$ cat src/rtl/mem_wb_stage.sv
// mem_wb_stage: MEM/WB pipeline register with load formatter and write-back mux.
// Extracts and extends the load from the raw memory word, flags misaligned or
// illegal loads, selects the write-back source and registers it for the
// register file with stall/flush control. One cycle of latency.
// Optional feature: define WB_RETIRE_CNT_EN to build the retired-instruction
// counter; otherwise WB_retire_cnt_o is tied to zero.
module mem_wb_stage #(
  parameter int DATA_WIDTH = 32,
  parameter int REG_ADDR_W = 5,
  parameter int CNT_WIDTH  = 32
) (
  input  logic                  clk,
  input  logic                  rst,
  input  logic                  MEM_valid_i,
  input  logic                  MEM_RegWrite_i,
  input  logic                  MEM_MemRead_i,
  input  logic [1:0]            MEM_wb_sel_i,
  input  logic [DATA_WIDTH-1:0] MEM_instruction_i,
  input  logic [DATA_WIDTH-1:0] MEM_alu_result_i,
  input  logic [DATA_WIDTH-1:0] MEM_rd_data_i,
  input  logic [DATA_WIDTH-1:0] MEM_pc_plus4_i,
  input  logic [DATA_WIDTH-1:0] MEM_imm_i,
  input  logic                  stall_i,
  input  logic                  flush_i,
  output logic                  WB_valid_o,
  output logic                  WB_RegWrite_o,
  output logic [REG_ADDR_W-1:0] WB_rd_addr_o,
  output logic [DATA_WIDTH-1:0] WB_wr_data_o,
  output logic                  WB_load_misalign_o,
  output logic [CNT_WIDTH-1:0]  WB_retire_cnt_o
);

  localparam logic [2:0] F3_LB  = 3'b000;
  localparam logic [2:0] F3_LH  = 3'b001;
  localparam logic [2:0] F3_LW  = 3'b010;
  localparam logic [2:0] F3_LBU = 3'b100;
  localparam logic [2:0] F3_LHU = 3'b101;

  localparam logic [1:0] SEL_ALU  = 2'b00;
  localparam logic [1:0] SEL_LOAD = 2'b01;
  localparam logic [1:0] SEL_PC4  = 2'b10;

  logic [2:0]            funct3;
  logic [REG_ADDR_W-1:0] rd_addr;
  logic [1:0]            offset;
  logic [7:0]            byte_lane;
  logic [15:0]           half_lane;
  logic [DATA_WIDTH-1:0] load_data;
  logic                  load_bad;
  logic                  misalign;
  logic                  wr_en;
  logic [DATA_WIDTH-1:0] wb_data;
  logic                  unused_instr_bits;

  assign funct3            = MEM_instruction_i[14:12];
  assign rd_addr           = MEM_instruction_i[7 +: REG_ADDR_W];
  assign offset            = MEM_alu_result_i[1:0];
  assign unused_instr_bits = ^{MEM_instruction_i[DATA_WIDTH-1:15], MEM_instruction_i[6:0]};

  // Pick the addressed byte lane out of the word-aligned memory word
  always_comb begin
    byte_lane = MEM_rd_data_i[7:0];
    case (offset)
      2'd1:    byte_lane = MEM_rd_data_i[15:8];
      2'd2:    byte_lane = MEM_rd_data_i[23:16];
      2'd3:    byte_lane = MEM_rd_data_i[31:24];
      default: byte_lane = MEM_rd_data_i[7:0];
    endcase
  end

  assign half_lane = offset[1] ? MEM_rd_data_i[31:16] : MEM_rd_data_i[15:0];

  // Extend the selected lane per funct3 and note unaligned or illegal load encodings
  always_comb begin
    load_data = '0;
    load_bad  = 1'b0;
    case (funct3)
      F3_LB:   load_data = {{(DATA_WIDTH-8){byte_lane[7]}}, byte_lane};
      F3_LH: begin
        load_data = {{(DATA_WIDTH-16){half_lane[15]}}, half_lane};
        load_bad  = offset[0];
      end
      F3_LW: begin
        load_data = MEM_rd_data_i;
        load_bad  = (offset != 2'b00);
      end
      F3_LBU:  load_data = {{(DATA_WIDTH-8){1'b0}}, byte_lane};
      F3_LHU: begin
        load_data = {{(DATA_WIDTH-16){1'b0}}, half_lane};
        load_bad  = offset[0];
      end
      default: begin
        load_data = '0;
        load_bad  = 1'b1;
      end
    endcase
  end

  assign misalign = MEM_MemRead_i & load_bad;
  assign wr_en    = MEM_valid_i & MEM_RegWrite_i & (rd_addr != '0) & ~misalign;

  // Write-back source selection
  always_comb begin
    wb_data = MEM_imm_i;
    case (MEM_wb_sel_i)
      SEL_ALU:  wb_data = MEM_alu_result_i;
      SEL_LOAD: wb_data = load_data;
      SEL_PC4:  wb_data = MEM_pc_plus4_i;
      default:  wb_data = MEM_imm_i;
    endcase
  end

  // WB register: flush beats stall, stall holds, an invalid slot becomes a bubble
  always_ff @(posedge clk or posedge rst) begin
    if (rst) begin
      WB_valid_o         <= 1'b0;
      WB_RegWrite_o      <= 1'b0;
      WB_rd_addr_o       <= '0;
      WB_wr_data_o       <= '0;
      WB_load_misalign_o <= 1'b0;
    end else if (flush_i || (!stall_i && !MEM_valid_i)) begin
      WB_valid_o         <= 1'b0;
      WB_RegWrite_o      <= 1'b0;
      WB_rd_addr_o       <= '0;
      WB_wr_data_o       <= '0;
      WB_load_misalign_o <= 1'b0;
    end else if (!stall_i) begin
      WB_valid_o         <= 1'b1;
      WB_RegWrite_o      <= wr_en;
      WB_rd_addr_o       <= rd_addr;
      WB_wr_data_o       <= wb_data;
      WB_load_misalign_o <= misalign;
    end
  end

`ifdef WB_RETIRE_CNT_EN
  logic [CNT_WIDTH-1:0] retire_cnt;

  // Count instructions that actually enter WB cleanly; wraps naturally at all-ones
  always_ff @(posedge clk or posedge rst) begin
    if (rst) begin
      retire_cnt <= '0;
    end else if (!flush_i && !stall_i && MEM_valid_i && !misalign) begin
      retire_cnt <= retire_cnt + {{(CNT_WIDTH-1){1'b0}}, 1'b1};
    end
  end

  assign WB_retire_cnt_o = retire_cnt;
`else
  assign WB_retire_cnt_o = '0;
`endif

endmodule

$ cat config.mk
export PLATFORM = sky130hd
export DESIGN_NAME = mem_wb_stage
export DESIGN_NICKNAME = d
export VERILOG_FILES = /design/src/rtl/mem_wb_stage.sv
export SDC_FILE = /design/constraint.sdc
export NUM_CORES = 1
export LEC_CHECK = 0
export BUFFER_PORTS_ARGS = -buffer_cell sky130_fd_sc_hd__buf_4
export CORE_MARGIN = 2
export CORE_UTILIZATION = 40
export CTS_BUF_LIST = sky130_fd_sc_hd__clkbuf_8
export DETAILED_ROUTE_END_ITERATION = 7
export PLACE_DENSITY = 0.86
export SYNTH_ARGS = -nofsm -noshare
export SYNTH_HDL_FRONTEND = slang
export SYNTH_SLANG_ARGS = --single-unit
$ cat constraint.sdc
create_clock -name clk -period 1.55 [get_ports clk]
set_input_delay 0.2325 -clock clk [delete_from_list [all_inputs] [get_ports clk]]
set_output_delay 0.2325 -clock clk [all_outputs]
set_load 0.05 [all_outputs]
# --- Word level (Yosys, flattened, before mapping) ---
# Index checks and enable logic that the tools add are counted.
# W data, S select, Z words.
op_classes:
  addsub: 0
  n_mul: 0
  div_mod_pow: 0
  n_lt_le_gt_ge: 0
  n_eq_ne: 10
  shift: 0
  n_mux: 15
  n_bitwise: 5
  n_reduce_logical: 10
ops:
  columns: ["op", "n"]
  rows:
  - ["$pmux W32 S5", 1]
  - ["$pmux W32 S3", 1]
  - ["$mux W32", 2]
  - ["$pmux W8 S3", 1]
  - ["$mux W16", 1]
  - ["$mux W5", 2]
  - ["$eq A2 B2 Y1 const B", 3]
  - ["$eq A3 B3 Y1 const B", 2]
  - ["$mux W1", 6]
  - ["$reduce_bool A5 Y1", 1]
  - ["$and A1 B1 Y1", 4]
  - ["$eq A2 B1 Y1 const B", 2]
  - ["$reduce_or A2 Y1", 2]
  - ["$eq A3 B1 Y1 const B", 1]
  - ["$eq A3 B2 Y1 const B", 1]
  - ["$logic_not A3 Y1", 1]
  - ["$pmux W1 S3", 1]
  - ["$logic_not A1 Y1", 2]
  - ["$logic_not A2 Y1", 1]
  - ["$ne A2 B1 Y1 const B", 1]
  - ["$reduce_bool A2 Y1", 1]
  - ["$logic_and A1 B1 Y1", 1]
  - ["$logic_or A1 B1 Y1", 1]
  - ["$not A1 Y1", 1]
word_totals:
  regBits: 40
  latch_bits: 0
  ramBits: 0
  mem_bits_ro: 0
  inputBits: 169
  out_inout_bits: 72
  elab_cells: 45
  memories: 0

# --- Logic depth before layout (Yosys ltp) ---
# Gate-level depths: netlist of run 1.
depth:
  ltp_word: 8
  mapped_depth: 7
  ltp_nobuf: 4

# --- Worst setup path before layout of run 1 ---
# No wires, ideal clock.
synth_timing:
  path_type: "input to register"
  startpoint: "in MEM_wb_sel_i[0]"
  endpoint: "reg WB_wr_data_o[18]"
  setup_time_ns: 0.126
  t_arrival_ns: 1.361
  t_required_ns: 1.424
  path_slack_ns: 0.063
  stages: 6
  n_path_buf: 3
  cell_sequence: "buf_2 > buf_2 > buf_2 > mux2i_1 > a21oi_1 > a221o_1"
synth_between:
  elab_chain_len: 4
  elab_cells_between_ends: 6
  cone_classes: "eq/ne (2); mux (3); reduce/logical (1)"
synth_rtl:
  columns: ["item", "line", "source"]
  rows:
  - ["from (decl)", "17", "input logic [1:0] MEM_wb_sel_i,"]
  - ["$eq A2 B2 Y1 (tied with other cells)", "105", "case (MEM_wb_sel_i)"]
  - ["$pmux W32 S3 *", "105", null]
  - ["$mux W32 *", "127", "end else if (!stall_i) begin"]
  - ["$mux W32 *", "121", "end else if (flush_i || (!stall_i && !MEM_valid_i)) begin"]
  - ["to (signal assigned)", "131", "WB_wr_data_o <= wb_data;"]
  - ["to (decl)", "28", "output logic [DATA_WIDTH-1:0] WB_wr_data_o,"]
# Every way passes the cells marked *; elsewhere a longest branch is shown, timed or not. The select of a mux whose other input is x is not followed.
# A chain may end at the register's enable or synchronous reset.

# --- Worst setup path in the final report of run 1 ---
layout_timing:
  startpoint: "in MEM_instruction_i[13]"
  endpoint: "reg WB_wr_data_o[29]"
layout_between:
  elab_chain_len: 5
  elab_cells_between_ends: 9
  cone_classes: "eq/ne (4); mux (4); reduce/logical (1)"
layout_rtl:
  columns: ["item", "line", "source"]
  rows:
  - ["from (decl)", "18", "input logic [DATA_WIDTH-1:0] MEM_instruction_i,"]
  - ["$eq A3 B3 Y1 (tied with other cells)", "77", "case (funct3)"]
  - ["$pmux W32 S5 *", "77", null]
  - ["$pmux W32 S3 *", "105", null]
  - ["$mux W32 *", "127", null]
  - ["$mux W32 *", "121", null]
# Marks and branches as above.

==> run metrics, run 1 <==
status completed; met1 usage a little under a third; endpoints failing setup 0; post-synthesis sequential area ratio between 20% and 30%; Area growth syn-to-layout 46.7%; Mean Syn Cell Area 8.62 um^2; R2R Path Start WB_wr_data_o[15]$_DFFE_PP0P_; initial antenna violation count 0; endpoint class of the critical path register; storage element area roughly 1000 um^2; Via density 5.54; Top Ports approximately 240; # port buffers ~180; Top Usage Layer GRT met2; FF+latch count, synth 40; Multi-input gate area 2180 um^2; hpwl dp 9920 um; Worst-Skew Late Latency 0.29 ns; Crit Path Class in2reg; fill cell count approximately 720; first-pass GRT wire length 18900 um; starting density of the core 41.7%; Worst path max stage delay approximately 0.84 ns; Worst Tran Pin Value roughly 1.1 ns; H-tree depth 2; core footprint 8300 um^2; Util after Layout 61.2%; critical path arrival 1.66 ns; Post-Syn Area 3460 um^2; nets 758; RePlAce Congestion between 0.9 and 1; Global Route Usage Sum 24.8%; Slew HR 29.3%; peak supply drop 0.000288 V; Ant. Diodes 0; share of layout cells above drive strength 1 between 40% and 50%; via count approximately 3800; CP Launch Type input pin; crit path max fanout 16; PD cells 602 nW/um^2; num rows 33; Die Ht 97.1 um; post-route insts no fill 694; Unique masters post-synth 41; clock skew 0 ns; router iterations before antenna repair 5; Placement Cell Area 4990 um^2; Clock transition at path regs about 0.080 ns; Initial DRC Count 239; Tcrit/Tclk final between 90% and 100%; Num CTS Buffers 5; Root Buffer clkbuf_8; Post-CTS Setup Inserts 0; crit path cell chain buf_4 -> nor2b_1 -> nand2_1 -> o211ai_1 -> a221o_1; Pwr Total 3060 uW; drt drc 0; Fmax 0.700 GHz; worst hold path class in2reg; post-route setup slack 0.121 ns; DIE AREA 9420 um^2; DIE WIDTH 97.1 um; GR met2 Demand/Resource 43.8%; clk sinks 40; Routed Antenna Nets 0; largest net degree at the start of global routing 31; placed cell count 686; grt met3 use about 4.7%; max-cap viol count 0; CP max stage cell nor2b_1; Post-synth ARST share 100%; reg-to-reg slack, setup 0.39 ns; worst path required time 1.78 ns; final hold violation count 0; post-layout minimum cycle time approximately 1.4 ns; CTS Buffer Depth 2; P_leak approximately 0.0026 uW; Final Cell Area 5080 um^2; max-slew violation count 0; final wirelength 12100 um; hold_sp flush_i; number of flops mapped to enable cells by yosys 0; vias in the first global route between 3000 and 4000; RSZ-0062 raised after global routing no; dpl ws -0.188 ns; warnings from Yosys 0; Synth Flop Type dfrtp_1; Crit. Startpoint MEM_instruction_i[13]; total gr overflow 0; CTS tree done; Syn Inst Count 402; wire length per cell roughly 17 um
cell usage in the layout (no fill, tap or decap), drive strengths merged, types with 5 or more instances in the layout:
| cell | synthesis | final |
|---|---|---|
| buf | 50 | 213 |
| nand2 | 63 | 63 |
| o21ai | 43 | 43 |
| dfrtp | 40 | 40 |
| conb | 1 | 32 |
| mux2i | 27 | 27 |
| a21oi | 18 | 18 |
| nor2b | 18 | 18 |
| o211ai | 16 | 16 |
| a221o | 16 | 16 |
| a22o | 15 | 15 |
| nand3 | 14 | 14 |
| mux2 | 8 | 8 |
| mux4 | 7 | 7 |
| a22oi | 7 | 7 |
| nand4 | 7 | 7 |
| o311a | 7 | 7 |
| nor2 | 5 | 5 |
| clkbuf | 15 | 5 |
worst max-delay path: cells and delay by family:
family / cells / cell delay, ns
buffers and inverters: 1 / 0.13
AO/OA/AOI/OAI: 2 / 0.29
AND/OR/NAND/NOR: 2 / 1.00
kinds of logic (layout without fill, tap and decap cells):
kind of cell    after synthesis  in the layout  share of synthesized area, %
simple gates                125            125                          18.6
other cells                   1             32                         0.108
compound gates              128            128                          25.7
flops                        40             40                          28.9
buf+inv                      66            222                          11.8
mux                          42             42                          15.0
what timing repair did:
item / in CTS / in global routing
hold buffers: 1 / 0
endpoints found under the hold margin: 19 / 0
gates resized for setup: 0 / 0
worst paths after layout:
kind                                                end  depth (start not counted)
hold reg to reg             WB_wr_data_o[1]$_DFFE_PP0P_                          2
setup / recovery           WB_wr_data_o[29]$_DFFE_PP0P_                          5
min in group asynchronous     WB_RegWrite_o$_DFFE_PP0P_                          3
hold / removal                   WB_valid_o$_DFFE_PP0P_                          2
max in group asynchronous  WB_wr_data_o[23]$_DFFE_PP0P_                          4
setup reg to reg           WB_wr_data_o[15]$_DFFE_PP0P_                          3
metrics by stage:
step                      setup TNS, ns  hold WS (ns)
after global routing                  0         0.148
after detailed placement          -2.49         0.277
after global placement            -1.33         0.274
final                                 0         0.145
after CTS                             0         0.146
after floorplan                       0         0.299
registers in the layout (all words and copies together), names as in the netlist:
| register | flops |
|---|---|
| WB_wr_data_o | 32 |
| WB_valid_o | 1 |
| WB_RegWrite_o | 1 |
| WB_load_misalign_o | 1 |
| WB_rd_addr_o | 5 |
cell usage after synthesis, types with 2 or more instances:
library cell / count / area [um^2]
nand2_1: 63 / 236
o21ai_0: 43 / 215
dfrtp_1: 40 / 1000
buf_4: 35 / 263
mux2i_1: 27 / 270
a21oi_1: 18 / 90.1
nor2b_1: 18 / 113
a221o_1: 16 / 160
o211ai_1: 16 / 120
a22o_1: 15 / 131
clkbuf_1: 15 / 56.3
nand3_1: 14 / 70.1
buf_2: 11 / 55.1
mux2_2: 8 / 90.1
a22oi_1: 7 / 52.6
mux4_2: 7 / 158
nand4_1: 7 / 43.8
o311a_1: 7 / 70.1
nor2_1: 5 / 18.8
or3_1: 3 / 18.8
buf_1: 2 / 7.51
buf_6: 2 / 22.5
nand2b_1: 2 / 12.5
nor3_1: 2 / 10.0
nor3_4: 2 / 32.5
nor3b_1: 2 / 15.0
cell type report:
type | instances | share of cell area (%)
clock inverter | 2 | 0.172
sequential | 40 | 19.7
timing repair buffer | 214 | 33.1
multi-input combinational | 327 | 43.0
tap | 105 | 2.59
inverter | 1 | 0.0739
clock buffer | 5 | 1.35
power by group:
part	internal [uW]	switching, uW
Combinational	551	736
Clock	300	359
Sequential	1080	27.0
Total	1940	1120
per-layer routing:
layer / part of all wire [%] / vias up
met3: 8.4 / 22
li1: - / 1807
met4: 2.1 / 0
met5: 0 / -
met1: 40 / 1798
met2: 50 / 215
Note: power is estimated with default switching activity, not from simulation.
==> inputs of run 2 (changes only) <==
- BUFFER_PORTS_ARGS: -buffer_cell sky130_fd_sc_hd__buf_4 -> default
- DONT_BUFFER_PORTS: default -> 1
- PLACE_DENSITY: 0.86 -> 0.62
- TNS_END_PERCENT: default -> 10
==> run 2 against run 1 <==
  * Hold slack worse by 0.052 ns
  * Sequential power grew 11%
  * Count of clock-buffer cells in the layout is the same
  * Sequential cell count did not move
  * Fmax up 13%
  * Clock power grew 0.6%
  * Die area unchanged
  * Non-clock buffer count decreased by 183
  * Utilization is 17 points lower
  * Via count decreased by 19%
  * Routed wire length fell by 8.4%
  * Clock skew is the same
  * Highest routed layer unchanged
==> run metrics, run 2 (synthesis gave the netlist of run 1 again) <==
critical path arrival 1.50 ns; RePlAce Congestion 0.839; Pwr Total about 2600 uW; router iterations before antenna repair 5; PD cells 707 nW/um^2; vias in the first global route 2994; Global Route Usage Sum 22.5%; hold_buf cts 2; Clock transition at path regs 0.08 ns; Num CTS Buffers 5; post-route insts no fill 511; crit path max fanout 16; max-slew violation count 0; DIE AREA 9420 um^2; nets 575; dpl ws -0.0220 ns; CP max stage cell nor2b_1; peak supply drop 0.000281 V; path depth of the worst reg2reg path 3; Root Buffer clkbuf_8; Die Ht 97.1 um; drt drc 0; Via density 6.06; Slew HR 31.1%; placed cell count about 500; Ant. Diodes 0; post-route setup slack 0.288 ns; Post-CTS Setup Inserts 0; Tcrit/Tclk final 81.4%; crit path cell chain nor2b_1 -> nand2_1 -> o211ai_1 -> a221o_1; initial antenna violation count 0; Worst path max stage delay 0.79 ns; endpoint class of the critical path register; final hold violation count 0; endpoints failing setup 0; CP Launch Type input pin; clock skew 0 ns; share of layout cells above drive strength 1 14.8%; post-layout minimum cycle time 1.26 ns; highest-count cells in the layout ignoring fill and taps nand2_1 (63), o21ai_0 (43), dfrtp_1 (40), conb_1 (32), mux2i_1 (27); Routed Antenna Nets 0; total gr overflow 0; Top Ports 241; Hold Path Stages 1; Fmax 0.792 GHz; Largest Register WB_wr_data_o; DIE WIDTH 97.1 um; CTS Buffer Depth 2; hpwl dp 8620 um; max-cap viol count 0; Initial DRC Count 141; largest net degree at the start of global routing 53; P_leak 0.00168 uW; Largest register FFs 32; Worst-Skew Late Latency ~0.28 ns; starting density of the core 41.7%; Crit path depth 4; clk sinks 40; core footprint 8300 um^2; status completed; wire length per cell about 22 um; commonest non-fill, non-tap cell in the layout nand2_1; Util after Layout 44.4%; RSZ-0062 raised after global routing no; first-pass GRT wire length around 17000 um; worst hold path class in2reg; Worst Tran Pin Value around 1.0 ns; num rows 33; Area growth syn-to-layout 6.39%; worst path required time 1.78 ns; # port buffers 0; final wirelength 11100 um; # resized after CTS 0; Crit Path Class in2reg; H-tree depth 2; CTS tree done; via count 3098; critical path's top delay family simple AND/OR/NAND/NOR gates; WP buf/inv 0; biggest regs WB_wr_data_o (32), WB_rd_addr_o (5)
-- run 2: changes by cell type in the layout (fill, tap and decap cells not counted), sizes merged --
| cell | before | now |
|---|---|---|
| buf | 213 | 29 |
| dlygate4sd3 | 1 | 2 |
-- run 2: layout make-up --
class / instances / area [um^2]
Clock buffer: 5 / 68.8
Clock inverter: 2 / 8.76
Fill cell: 849 / 4610
Inverter: 1 / 3.75
Multi-Input combinational cell: 327 / 2180
Sequential cell: 40 / 1000
Tap cell: 105 / 131
Timing Repair Buffer: 31 / 288
-- run 2: worst paths after layout --
check	startpoint	endpoint	slack, ns
min	MEM_instruction_i[11]	WB_rd_addr_o[4]$_DFFE_PP0P_	0.09
max reg2reg	WB_wr_data_o[15]$_DFFE_PP0P_	WB_wr_data_o[15]$_DFFE_PP0P_	0.43
max	MEM_instruction_i[13]	WB_wr_data_o[27]$_DFFE_PP0P_	0.29
min in group asynchronous	rst	WB_wr_data_o[18]$_DFFE_PP0P_	0.41
min reg2reg	WB_wr_data_o[18]$_DFFE_PP0P_	WB_wr_data_o[18]$_DFFE_PP0P_	0.53
max in group asynchronous	rst	WB_wr_data_o[9]$_DFFE_PP0P_	0.65
-- run 2: stage by stage --
stage / area [um^2] / setup TNS (ns) / hold slack, ns
after global routing: 3680 / 0 / 0.0750
after floorplan: 3580 / 0 / 0.299
final: 3680 / 0 / 0.0933
after global placement: 3590 / 0 / 0.174
after CTS: 3680 / 0 / 0.0817
after detailed placement: 3590 / -0.0644 / 0.167
-- run 2: where the power goes --
group | switching, uW | internal [uW] | total, uW
Clock | 363 | 300 | 663
Sequential | 148 | 1080 | 1230
Combinational | 448 | 263 | 711
Total | 960 | 1640 | 2600
-- run 2: routing by layer --
layer | vias to the layer above | global-route usage, % | routed length [um] | share of wire (%)
li1 | 1440 | - | - | -
met1 | 1471 | 28.9 | 4530 | 41
met2 | 175 | 36.9 | 5340 | 48
met3 | 12 | 7.84 | 1110 | 10
met4 | 0 | 4.66 | 132 | 1.2
met5 | - | 0 | 0 | 0
==> inputs of run 3 (changes only) <==
- PLACE_DENSITY: 0.62 -> 0.64
- clock period: 1.55 -> 1.14 ns (I/O delays scaled with it)
==> run 3 against run 2 <==
  * The run now ends with setup timing left
  * Count of clock-buffer cells in the layout rose by 2
  * Worst setup slack got worse by 0.31 ns
  * Power rose by 55%
  * Combinational power rose by 73%
  * Routed wire length rose by 3.5%
  * Largest power group unchanged
  * Sequential power rose by 23%
  * Non-clock buffer count rose by 36
  * Critical path depth fell by 2
==> run metrics, run 3 (synthesis gave the netlist of run 1 again) <==
RSZ-0062 raised after global routing yes; Worst path max stage delay between 0.4 and 0.5 ns; dpl ws -0.393 ns; Crit Path Class reg2out; Placement Cell Area slightly below 4000 um^2; CP max stage cell dfrtp_2; initial antenna violation count 0; Largest register FFs 32; Num CTS Buffers 5; crit path max fanout 2; hpwl dp 8810 um; final hold violation count 0; # port buffers 0; drt drc 0; DIE AREA 9420 um^2; Clock transition at path regs 0.08 ns; Slew HR 57.3%; max-cap viol count 0; worst path required time 0.97 ns; Root Buffer clkbuf_8; storage element area 1000 um^2; biggest regs WB_wr_data_o (32), WB_rd_addr_o (5); Tcrit/Tclk final 102%; commonest non-fill, non-tap cell in the layout nand2_1; critical path's top delay family flip-flops; Final Cell Area 4040 um^2; R2R Path Start WB_wr_data_o[15]$_DFFE_PP0P_; P_leak 0.00190 uW; Fin Setup TNS -0.0209 ns; Die Ht 97.1 um; router iterations before antenna repair 5; Global Route Usage Sum between 20% and 30%; first-pass GRT wire length 17600 um; max-slew violation count 0; share of layout cells above drive strength 1 23.5%; vias in the first global route 3237; fill cell count 819; Area growth syn-to-layout 16.8%; Initial DRC Count 139; endpoint class of the critical path output port; worst hold path class in2reg; H-tree depth 2; via count approximately 3200; critical path arrival 0.99 ns; wire length per cell 21.0 um; highest-count cells in the layout ignoring fill and taps nand2_1 (63), buf_4 (60), o21ai_0 (43), dfrtp_1 (39), conb_1 (32); post-layout minimum cycle time about 1.2 ns; Pwr Total 4040 uW; total gr overflow 0; core footprint 8300 um^2; violated checks setup timing; endpoints failing setup 1; final wirelength 11500 um; CP Launch Type register; status finished with violations; Routed Antenna Nets 0; clock skew 0 ns; Worst-Skew Late Latency 0.29 ns; hold_sp MEM_instruction_i[9]; clk sinks 40; largest net degree at the start of global routing 53; DIE WIDTH 97.1 um; Worst Tran Pin Value 0.638 ns; peak supply drop 0.000421 V; Fmax around 0.86 GHz; nets 611; post-route setup slack -0.0209 ns; starting density of the core around two fifths; num rows 33; Top Ports roughly 240; Largest Register WB_wr_data_o; RePlAce Congestion roughly 0.9; CTS tree done; crit path cell chain buf_6 -> buf_8; PD cells 998 nW/um^2; Crit. Startpoint WB_wr_data_o[15]$_DFFE_PP0P_; WP buf/inv 2; Ant. Diodes 0; Post-CTS Setup Inserts 0; Multi-input gate area approximately 2200 um^2; CTS Buffer Depth 2; Via density 5.90
-- run 3: area by class of cell --
class	count	area share, %
Clock inverter	1	0.743
Inverter	1	0.0928
Timing Repair Buffer	67	13.8
Multi-Input combinational cell	327	55.0
Sequential cell	40	24.8
Clock buffer	7	2.38
Tap cell	105	3.25
-- run 3: what timing repair did --
action,in CTS,in global routing
resized for setup,3,3
hold buffers,2,0
cloned,0,0
setup endpoints to repair,18,2
hold endpoints to repair,41,0
-- run 3: where the power goes --
part	internal (uW)	switching, uW
Sequential	1470	34.6
Combinational	429	799
Clock	774	527
Total	2680	1360
-- run 3: through the flow --
| stage | utilization [%] | hold slack, ns | cells |
|---|---|---|---|
| after floorplan | - | 0.237 | 433 |
| final | 48.7 | 0.0272 | 548 |
| after global placement | 46.6 | 0.106 | 538 |
| after detailed placement | 46.6 | 0.106 | 538 |
| after global routing | 48.7 | 0.0256 | 548 |
| after CTS | 48.5 | 0.0255 | 548 |
-- run 3: worst reg2reg max path, delay by kind of cell, from the launching register on --
family	cells	cell delay (ns)
compound gates	2	0.39
buf+inv	1	0.15
flops	1	0.44
-- run 3: layer usage --
| metal | routed length [um] | track usage (%) | up-vias |
|---|---|---|---|
| li1 | - | - | 1514 |
| met1 | 4700 | 29.8 | 1541 |
| met2 | 5660 | 38.9 | 166 |
| met3 | 980 | 6.55 | 13 |
| met4 | 159 | 5.53 | 0 |
| met5 | 0 | 0 | - |
-- run 3: final timing paths --
path | end | slack [ns] | depth (start not counted)
worst min register to register | WB_wr_data_o[1]$_DFFE_PP0P_ | 0.48 | 2
worst max-delay path | WB_wr_data_o[15] | -0.02 | 2
worst min-delay path | WB_rd_addr_o[2]$_DFFE_PP0P_ | 0.03 | 1
min in group asynchronous | WB_wr_data_o[20]$_DFFE_PP0P_ | 0.37 | 3
max in group asynchronous | WB_wr_data_o[15]$_DFFE_PP0P_ | 0.55 | 3
worst max register to register | WB_wr_data_o[15]$_DFFE_PP0P_ | 0.03 | 3
